$ cat src/rtl/expansion_pkg.sv
// Shared constants and helpers for the serial expansion plugins.
// State codes are plain constants so legacy tools can consume them unchanged.
package expansion_pkg;

  localparam int unsigned StateW = 3;

  localparam logic [StateW-1:0] StIdle  = 3'd0;
  localparam logic [StateW-1:0] StLoad  = 3'd1;
  localparam logic [StateW-1:0] StHold  = 3'd2;
  localparam logic [StateW-1:0] StLow   = 3'd3;
  localparam logic [StateW-1:0] StHigh  = 3'd4;
  localparam logic [StateW-1:0] StLatch = 3'd5;
  localparam logic [StateW-1:0] StFin   = 3'd6;

  // Width needed to hold 0..n-1, never less than one bit.
  function automatic int unsigned clog2_min1(input int unsigned n);
    return (n <= 1) ? 1 : $clog2(n);
  endfunction

endpackage

$ cat src/rtl/expansion_phase_tick.sv
// Free-running phase divider: one tick every DIVIDER clk cycles.
// The counter starts at DIVIDER-1 out of reset, so the first tick lands DIVIDER cycles later.
module expansion_phase_tick
  import expansion_pkg::*;
#(
  parameter int unsigned DIVIDER = 100000
) (
  input  logic clk,
  input  logic rst_n,
  output logic tick
);

  localparam int unsigned CntW = clog2_min1(DIVIDER);
  localparam logic [CntW-1:0] Reload = CntW'(DIVIDER - 1);

  logic [CntW-1:0] cnt_q, cnt_d;

  always_comb begin
    tick  = (cnt_q == '0);
    cnt_d = tick ? Reload : cnt_q - CntW'(1);
  end

  always_ff @(posedge clk or negedge rst_n) begin
    if (!rst_n) begin
      cnt_q <= Reload;
    end else begin
      cnt_q <= cnt_d;
    end
  end

endmodule

$ cat src/rtl/expansion_shiftreg_chain.sv
// Serial expander for daisy-chained 74HC595 outputs and 74HC165 inputs.
// One frame shifts data_out out and data_in in over a shared clock and load/latch line.
module expansion_shiftreg_chain
  import expansion_pkg::*;
#(
  parameter int unsigned WIDTH           = 8,
  parameter int unsigned DIVIDER         = 100000,
  parameter bit          MSB_FIRST       = 1'b1,
  parameter bit          LOAD_ACTIVE_LOW = 1'b1,
  parameter bit          CONTINUOUS      = 1'b1
) (
  input  logic             clk,
  input  logic             rst_n,
  input  logic             start,
  input  logic [WIDTH-1:0] data_out,
  output logic [WIDTH-1:0] data_in,
  output logic             SHIFT_OUT,
  input  logic             SHIFT_IN,
  output logic             SHIFT_CLK,
  output logic             SHIFT_LOAD,
  output logic             busy,
  output logic             frame_done
);

  localparam int unsigned IdxW = clog2_min1(WIDTH);
  localparam logic [IdxW-1:0] LastIdx = IdxW'(WIDTH - 1);
  localparam logic LoadOn = LOAD_ACTIVE_LOW ? 1'b0 : 1'b1;

  logic              tick;
  logic [StateW-1:0] state_q, state_d;
  logic              pending_q, pending_d;
  logic [IdxW-1:0]   idx_q, idx_d;
  logic [WIDTH-1:0]  tx_q, tx_d;
  logic [WIDTH-1:0]  rx_q, rx_d;
  logic [WIDTH-1:0]  data_in_q, data_in_d;
  logic              frame_done_q, frame_done_d;
  logic              busy_q, busy_d;
  logic              shift_clk_q, shift_clk_d;
  logic              shift_out_q, shift_out_d;
  logic              shift_load_q, shift_load_d;
  logic [IdxW-1:0]   bit_pos_q, bit_pos_d;

  expansion_phase_tick #(
    .DIVIDER(DIVIDER)
  ) u_phase_tick (
    .clk  (clk),
    .rst_n(rst_n),
    .tick (tick)
  );

  always_comb begin
    bit_pos_q = MSB_FIRST ? (LastIdx - idx_q) : idx_q;
  end

  always_comb begin
    state_d      = state_q;
    idx_d        = idx_q;
    tx_d         = tx_q;
    rx_d         = rx_q;
    data_in_d    = data_in_q;
    frame_done_d = 1'b0;
    // Requests arriving while idle or mid-frame collapse into a single pending frame.
    pending_d    = pending_q | (start & !CONTINUOUS);

    if (tick) begin
      case (state_q)
        StIdle: begin
          if (CONTINUOUS || pending_q) begin
            state_d   = StLoad;
            pending_d = 1'b0;
          end
        end
        StLoad:  state_d = StHold;
        StHold:  state_d = StLow;
        StLow: begin
          rx_d[bit_pos_q] = SHIFT_IN;
          state_d         = StHigh;
        end
        StHigh: begin
          if (idx_q == LastIdx) begin
            state_d = StLatch;
          end else begin
            idx_d   = idx_q + IdxW'(1);
            state_d = StLow;
          end
        end
        StLatch: begin
          state_d      = StFin;
          data_in_d    = rx_q;
          frame_done_d = 1'b1;
        end
        StFin: begin
          if (CONTINUOUS || pending_q) begin
            state_d   = StLoad;
            pending_d = 1'b0;
          end else begin
            state_d = StIdle;
          end
        end
        default: state_d = StIdle;
      endcase
    end

    // Shadow the outgoing word on LOAD entry so later data_out changes wait a frame.
    if ((state_d == StLoad) && (state_q != StLoad)) begin
      tx_d  = data_out;
      idx_d = '0;
    end
  end

  // Pin levels are registered from the next state so they change cleanly with it.
  always_comb begin
    bit_pos_d    = MSB_FIRST ? (LastIdx - idx_d) : idx_d;
    busy_d       = (state_d != StIdle);
    shift_clk_d  = (state_d == StHigh);
    shift_out_d  = ((state_d == StLow) || (state_d == StHigh)) ? tx_d[bit_pos_d] : 1'b0;
    shift_load_d = ((state_d == StLoad) || (state_d == StLatch)) ? LoadOn : ~LoadOn;
  end

  always_ff @(posedge clk or negedge rst_n) begin
    if (!rst_n) begin
      state_q      <= StIdle;
      pending_q    <= 1'b0;
      idx_q        <= '0;
      tx_q         <= '0;
      rx_q         <= '0;
      data_in_q    <= '0;
      frame_done_q <= 1'b0;
      busy_q       <= 1'b0;
      shift_clk_q  <= 1'b0;
      shift_out_q  <= 1'b0;
      shift_load_q <= ~LoadOn;
    end else begin
      state_q      <= state_d;
      pending_q    <= pending_d;
      idx_q        <= idx_d;
      tx_q         <= tx_d;
      rx_q         <= rx_d;
      data_in_q    <= data_in_d;
      frame_done_q <= frame_done_d;
      busy_q       <= busy_d;
      shift_clk_q  <= shift_clk_d;
      shift_out_q  <= shift_out_d;
      shift_load_q <= shift_load_d;
    end
  end

  assign data_in    = data_in_q;
  assign frame_done = frame_done_q;
  assign busy       = busy_q;
  assign SHIFT_CLK  = shift_clk_q;
  assign SHIFT_OUT  = shift_out_q;
  assign SHIFT_LOAD = shift_load_q;

endmodule

$ cat config.mk
export PLATFORM = sky130hd
export DESIGN_NAME = expansion_shiftreg_chain
export DESIGN_NICKNAME = d
export VERILOG_FILES = /design/src/rtl/expansion_pkg.sv /design/src/rtl/expansion_phase_tick.sv /design/src/rtl/expansion_shiftreg_chain.sv
export SDC_FILE = /design/constraint.sdc
export NUM_CORES = 1
export LEC_CHECK = 0
export BUFFER_PORTS_ARGS = -buffer_cell sky130_fd_sc_hd__buf_4
export CORE_MARGIN = 3
export CORE_UTILIZATION = 60
export CTS_CLUSTER_DIAMETER = 120
export DETAILED_ROUTE_END_ITERATION = 6
export PLACE_DENSITY = 0.81
export SYNTH_ARGS = -nofsm -noshare
export SYNTH_HDL_FRONTEND = slang
export SYNTH_SLANG_ARGS = --single-unit
$ cat constraint.sdc
create_clock -name clk -period 5.65 [get_ports clk]
set_clock_uncertainty 0.2 [all_clocks]
set_input_delay 0.2825 -clock clk [delete_from_list [all_inputs] [get_ports clk]]
set_output_delay 0.2825 -clock clk [all_outputs]
set_load 0.005 [all_outputs]
### Word-level counts from Yosys, hierarchy flattened

Cells that the tools add are included.

* logic and storage cells: 58
* input port bits: 12
* output and inout bits: 13
* bits in registers: 52

* reduce and logical (&&, ||, !) cells: 10
* equality and inequality tests: 12
* add/subtract/negate cells: 4
* multiplexer cells: 18
* $lt $le $gt $ge: 3

Operators with widths (number)
* == test 3 bit, second input constant: 6
* 2-to-1 mux 3 bit: 6
* case mux 3 bit (6 select lines): 1
* logical NOT 17 bit: 1
* 2-to-1 mux 17 bit: 1
* subtractor 17 x 1 -> 17 bit, second input constant: 1
* == test 3 x 2 -> 1 bit, second input constant: 3
* bitwise mux 8 bit: 1
* < comparator 3 x 4 -> 1 bit, second input constant: 2
* 2-to-1 mux 8 bit: 1
* == test 3 x 1 -> 1 bit, second input constant: 2
* 2-to-1 mux 1 bit: 6
* subtractor 3 bit, first input constant: 2
* AND reduction 2 bit: 2
* adder 3 x 1 -> 3 bit, second input constant: 1
* binary-select mux 1 bit (select 3 bit): 1
* demux 1 bit (select 3 bit): 1
* greater-or-equal comparator 3 x 1 -> 1 bit, second input constant: 1
* logical NOT 3 bit: 1
* != test 3 x 1 -> 1 bit, second input constant: 1
* nonzero test 3 bit: 1
* logical AND 1 bit: 2
* logical OR 1 bit: 2
* OR reduction 2 bit: 1

### Depth between registers and ports, before layout

* depth in word-level cells: 11
* mapped depth: 9

### Cells and area by module

A second synthesis with hierarchy kept.

* cell total of the unflattened synthesis: 247
* area, all modules: 2637.5 um^2

By module, submodules not included
* expansion_shiftreg_chain: area each 1750.4 um^2, instances 1, seq. area each 877.1 um^2, cells an instance 163
* expansion_phase_tick: area each 887.1 um^2, instances 1, seq. area each 437.9 um^2, cells an instance 84

### Worst setup path after synthesis

No wires, ideal clock.

* path type: reg-to-reg
* start point: reg u_phase_tick.cnt_q[13]
* end point: reg shift_out_q, in the netlist SHIFT_OUT
* period minus slack after synthesis: 3.110 ns
* stages on the path, launching flop included: 9
* buffers on the path: 1
* setup time: 0.141 ns
* required time: 5.309 ns
* setup slack: 2.540 ns
* arrival time: 2.768 ns
* cell sequence: dfrtp_1 or4_4 or3_1 buf_6 nor4_4 mux2_4 mux2_1 a211oi_1 a311oi_1

* elaborated cells between the ends (all ways): 14

RTL lines
* start: declaration: line expansion_phase_tick.sv:16 `logic [CntW-1:0] cnt_q, cnt_d;`
* start signal: assignment: line expansion_phase_tick.sv:25 `cnt_q <= Reload;`
* start signal: assignment: line expansion_phase_tick.sv:27 `cnt_q <= cnt_d;`
* logical NOT 17 bit: line expansion_phase_tick.sv:19 `tick = (cnt_q == '0);`
* 2-to-1 mux 3 bit: line expansion_shiftreg_chain.sv:65 `if (tick) begin`
* == test 3 x 1 -> 1 bit: line expansion_shiftreg_chain.sv:105 `if ((state_d == StLoad) && (state_q != StLoad)) begin`
* logical AND 1 bit: line expansion_shiftreg_chain.sv:105
* 2-to-1 mux 8 bit: line expansion_shiftreg_chain.sv:105
* via tx_d[3]: line expansion_shiftreg_chain.sv:33 `logic [WIDTH-1:0] tx_q, tx_d;`
* binary-select mux 1 bit (select 3 bit): line expansion_shiftreg_chain.sv:116 `shift_out_d = ((state_d == StLow) || (state_d == StHigh)) ? tx_d[bit_pos_d] : 1'b0;`
* 2-to-1 mux 1 bit (implied by the code): line expansion_shiftreg_chain.sv:116
* 2-to-1 mux 1 bit: line expansion_shiftreg_chain.sv:116
* via shift_out_d: line expansion_shiftreg_chain.sv:39 `logic shift_out_q, shift_out_d;`
* end signal: assignment: line expansion_shiftreg_chain.sv:143 `shift_out_q <= shift_out_d;`
* end: declaration: line expansion_shiftreg_chain.sv:39

The timed path passes the listed nets, and every way through them passes these cells. The select of a mux whose other input is x is not followed.
A chain may end at the register's enable or synchronous reset.

### Final worst setup path

Same ends and word-level chain as after synthesis.

==> summary.txt <==
Leak: 1.318 nW
slew margin rel.: 56.60%
number of flops mapped to enable cells by yosys: 0
worst min path class: in2reg
Final ANT Viol Nets: 0
Initial Util: 64.30%
pwr dens: 261.6 nW/µm²
via total after detailed routing: 1654
Setup crit end kind: flop
Std-Cell Rows: 22
CP peak stage delay: 650 ps
DR pass1 iterations: 4
critical path required time: 5600 ps
# DRC: 0
post-synthesis area per instance: 11.47 µm²
crit path cell chain: or4_4 -> or3_1 -> nor4_4 -> mux2_4 -> mux2_1 -> a211oi_1 -> a311oi_1
CTS Root Cell: clkbuf_8
highest-delay cell along the critical path: nor4_4
top cell type's share of synthesized area: 42.01%
sequential fraction of the synthesis area: 53.84%
ratio of cells with drive above 1 in the final layout: 32.92%
routed vias/inst: 5.743
Final Max Slew Viols: 0
Yosys warning total: 0
total wire length: 4357 µm
syn_nets: 228
CP arrival: 3500 ps
flops & latches, synth: 52
first-pass GRT wire length: 7403 µm
Worst-Margin Slew: 646.1 ps
crit path launch type: flop
Max IR drop VDD: 0.1817 mV
ranking of synthesized cells by area: dfrtp_1 (42%), mux2_2 (12%), dfstp_2 (12%), xnor2_1 (3.6%), nand2_1 (3.1%)
Worst-path clk slew: 90 ps
crit-path max FO: 9
WL/cell: 15.13 µm
asr flop ratio synth: 100.0%
initial antenna violation count: 0
largest net degree at the start of global routing: 53
CTS tree: done
WP buf/inv: 0
die width: 69.80 µm
Routability Congestion: 0.7956
commonest cells after routing, fill and taps aside: dfrtp_1 (41), mux2_2 (27), buf_4 (23), nand2_1 (20), nor2_1 (15)
Max Buffers Root-to-Sink: 2
H-tree depth: 2
Final nets: 254
CP Class: reg2reg
CTS buffer count: 5
commonest non-fill, non-tap cell in the layout: dfrtp_1
area of the core: 3799 µm²
Synth Flop Type: dfrtp_1
clock latency on the worst-skew pair: 300 ps
Crit path max-delay family: simple AND/OR/NAND/NOR gates
full die area: 4872 µm²
crit path time final: 3545 ps
Antenna Cells: 0
final hold vios: 0
post-CTS sizing: 0
GRT Residual Overflow: 0
Layout area overhead: 15.37%
initial DRC count: 122
Netlist cell types: 42
number of max-cap violations: 0
fill count: 270
synthesized instance count: 213
Setup-failing EPs final: 0
RSZ-0062 raised after global routing: false
Sink Count: 52
GRT Resource Usage Total: 18.91%
total power draw: 737.1 µW
area leader, netlist: dfrtp_1
Mapped Area: 2442 µm²
status: finished clean
setup TNS: 0 ps
number of global-route vias before repair: 1589
I/O Buffers: 23
I/O pin cnt: 25
fmax: 282.1 MHz
Die H: 69.80 µm
period utilisation layout: 62.74%
DPL Wire Length: 3014 µm
==> per-stage QoR <==
step | instance area (µm²) | hold slack [ps] | instances | util (%) | setup WS [ps]
finish | 2818 | 12.41 | 288 | 74.18 | 2105
floorplan | 2442 | -213.1 | 213 | - | 2540
global placement | 2649 | 146.7 | 279 | 69.73 | 2285
global route | 2818 | 9.514 | 288 | 74.18 | 1960
detailed placement | 2649 | 150.4 | 279 | 69.73 | 2154
CTS | 2818 | 5.844 | 288 | 74.18 | 2128
==> report_power, final <==
part | internal, mW | total, mW | switching, mW
sequential | 0.377 | 0.379 | 0.00233
clock | 0.221 | 0.338 | 0.117
combinational | 0.00958 | 0.0199 | 0.0103
total | 0.607 | 0.737 | 0.130
==> cell usage after synthesis (all sizes together), types with 2 or more instances <==
cell type	count
dfrtp	41
mux2	29
nand2	20
nor2	16
dfstp	11
inv	10
xnor2	10
nor3	8
nand3	6
or3	6
a21oi	5
nor4	5
clkbuf	4
nand2b	4
o31ai	4
a31oi	3
and3	3
ha	3
nor3b	3
nand4	2
o21ai	2
or4	2
xor2	2
==> repair_timing <==
item	in CTS	in global routing
setup buffers	0	0
hold endpoints to repair	41	0
endpoints found under the setup margin	0	0
hold buffers	1	0
==> state kept, by name, indices dropped and copies added (netlist names) <==
signal              count
busy                    1
SHIFT_OUT               1
SHIFT_CLK               1
state_q                 3
u_phase_tick.cnt_q     17
tx_q                    8
idx_q                   3
frame_done              1
data_in                 8
rx_q                    8
SHIFT_LOAD              1
==> path summary, 6_finish.rpt <==
kind | from | endpoint | slack (ps) | depth (start not counted)
max reg2reg | u_phase_tick.cnt_q[13] | SHIFT_OUT | 2110 | 7
min reg2reg | u_phase_tick.cnt_q[0] | u_phase_tick.cnt_q[0] | 260 | 1
max | u_phase_tick.cnt_q[13] | SHIFT_OUT | 2110 | 7
max in group asynchronous | rst_n | SHIFT_CLK | 4480 | 2
min in group asynchronous | rst_n | rx_q[0] | 350 | 2
min | data_out[6] | tx_q[6] | 10 | 2
==> layer usage <==
metal	track usage [%]	share of wire [%]	wire length, µm	vias up
li1	-	-	-	801
met1	27.05	47	2034	825
met2	28.96	49	2149	24
met3	3.623	3.1	135	4
met4	6.383	0.83	36	0
met5	0	0	0	-
==> worst reg2reg max path, delay by kind of cell, from the launching register on <==
kind            cells  cell delay, ps
compound gates      2             430
flops               1             400
mux                 2             660
simple gates        3            1700
==> cell type report <==
| cell class | count | area [µm²] | area share [%] |
|---|---|---|---|
| Tap cell | 48 | 60.06 | 2.131 |
| Multi-Input combinational cell | 146 | 1064 | 37.74 |
| Sequential cell | 52 | 1315 | 46.67 |
| Clock inverter | 3 | 90.09 | 3.197 |
| Timing Repair Buffer | 24 | 182.7 | 6.483 |
| Clock buffer | 5 | 68.82 | 2.442 |
| Inverter | 10 | 37.54 | 1.332 |
==> cell families after synthesis <==
| logic type | count (synthesis) | synth area share (%) |
|---|---|---|
| AND/OR/NAND/NOR | 82 | 18.55 |
| flip-flops | 52 | 53.84 |
| multiplexers | 30 | 13.93 |
| AO/OA/AOI/OAI | 19 | 5.226 |
| buffers and inverters | 15 | 2.613 |
| XOR/XNOR | 12 | 4.303 |
| adder cells (fa/ha/maj) | 3 | 1.537 |
No activity file was read; power rests on OpenSTA's default activity.
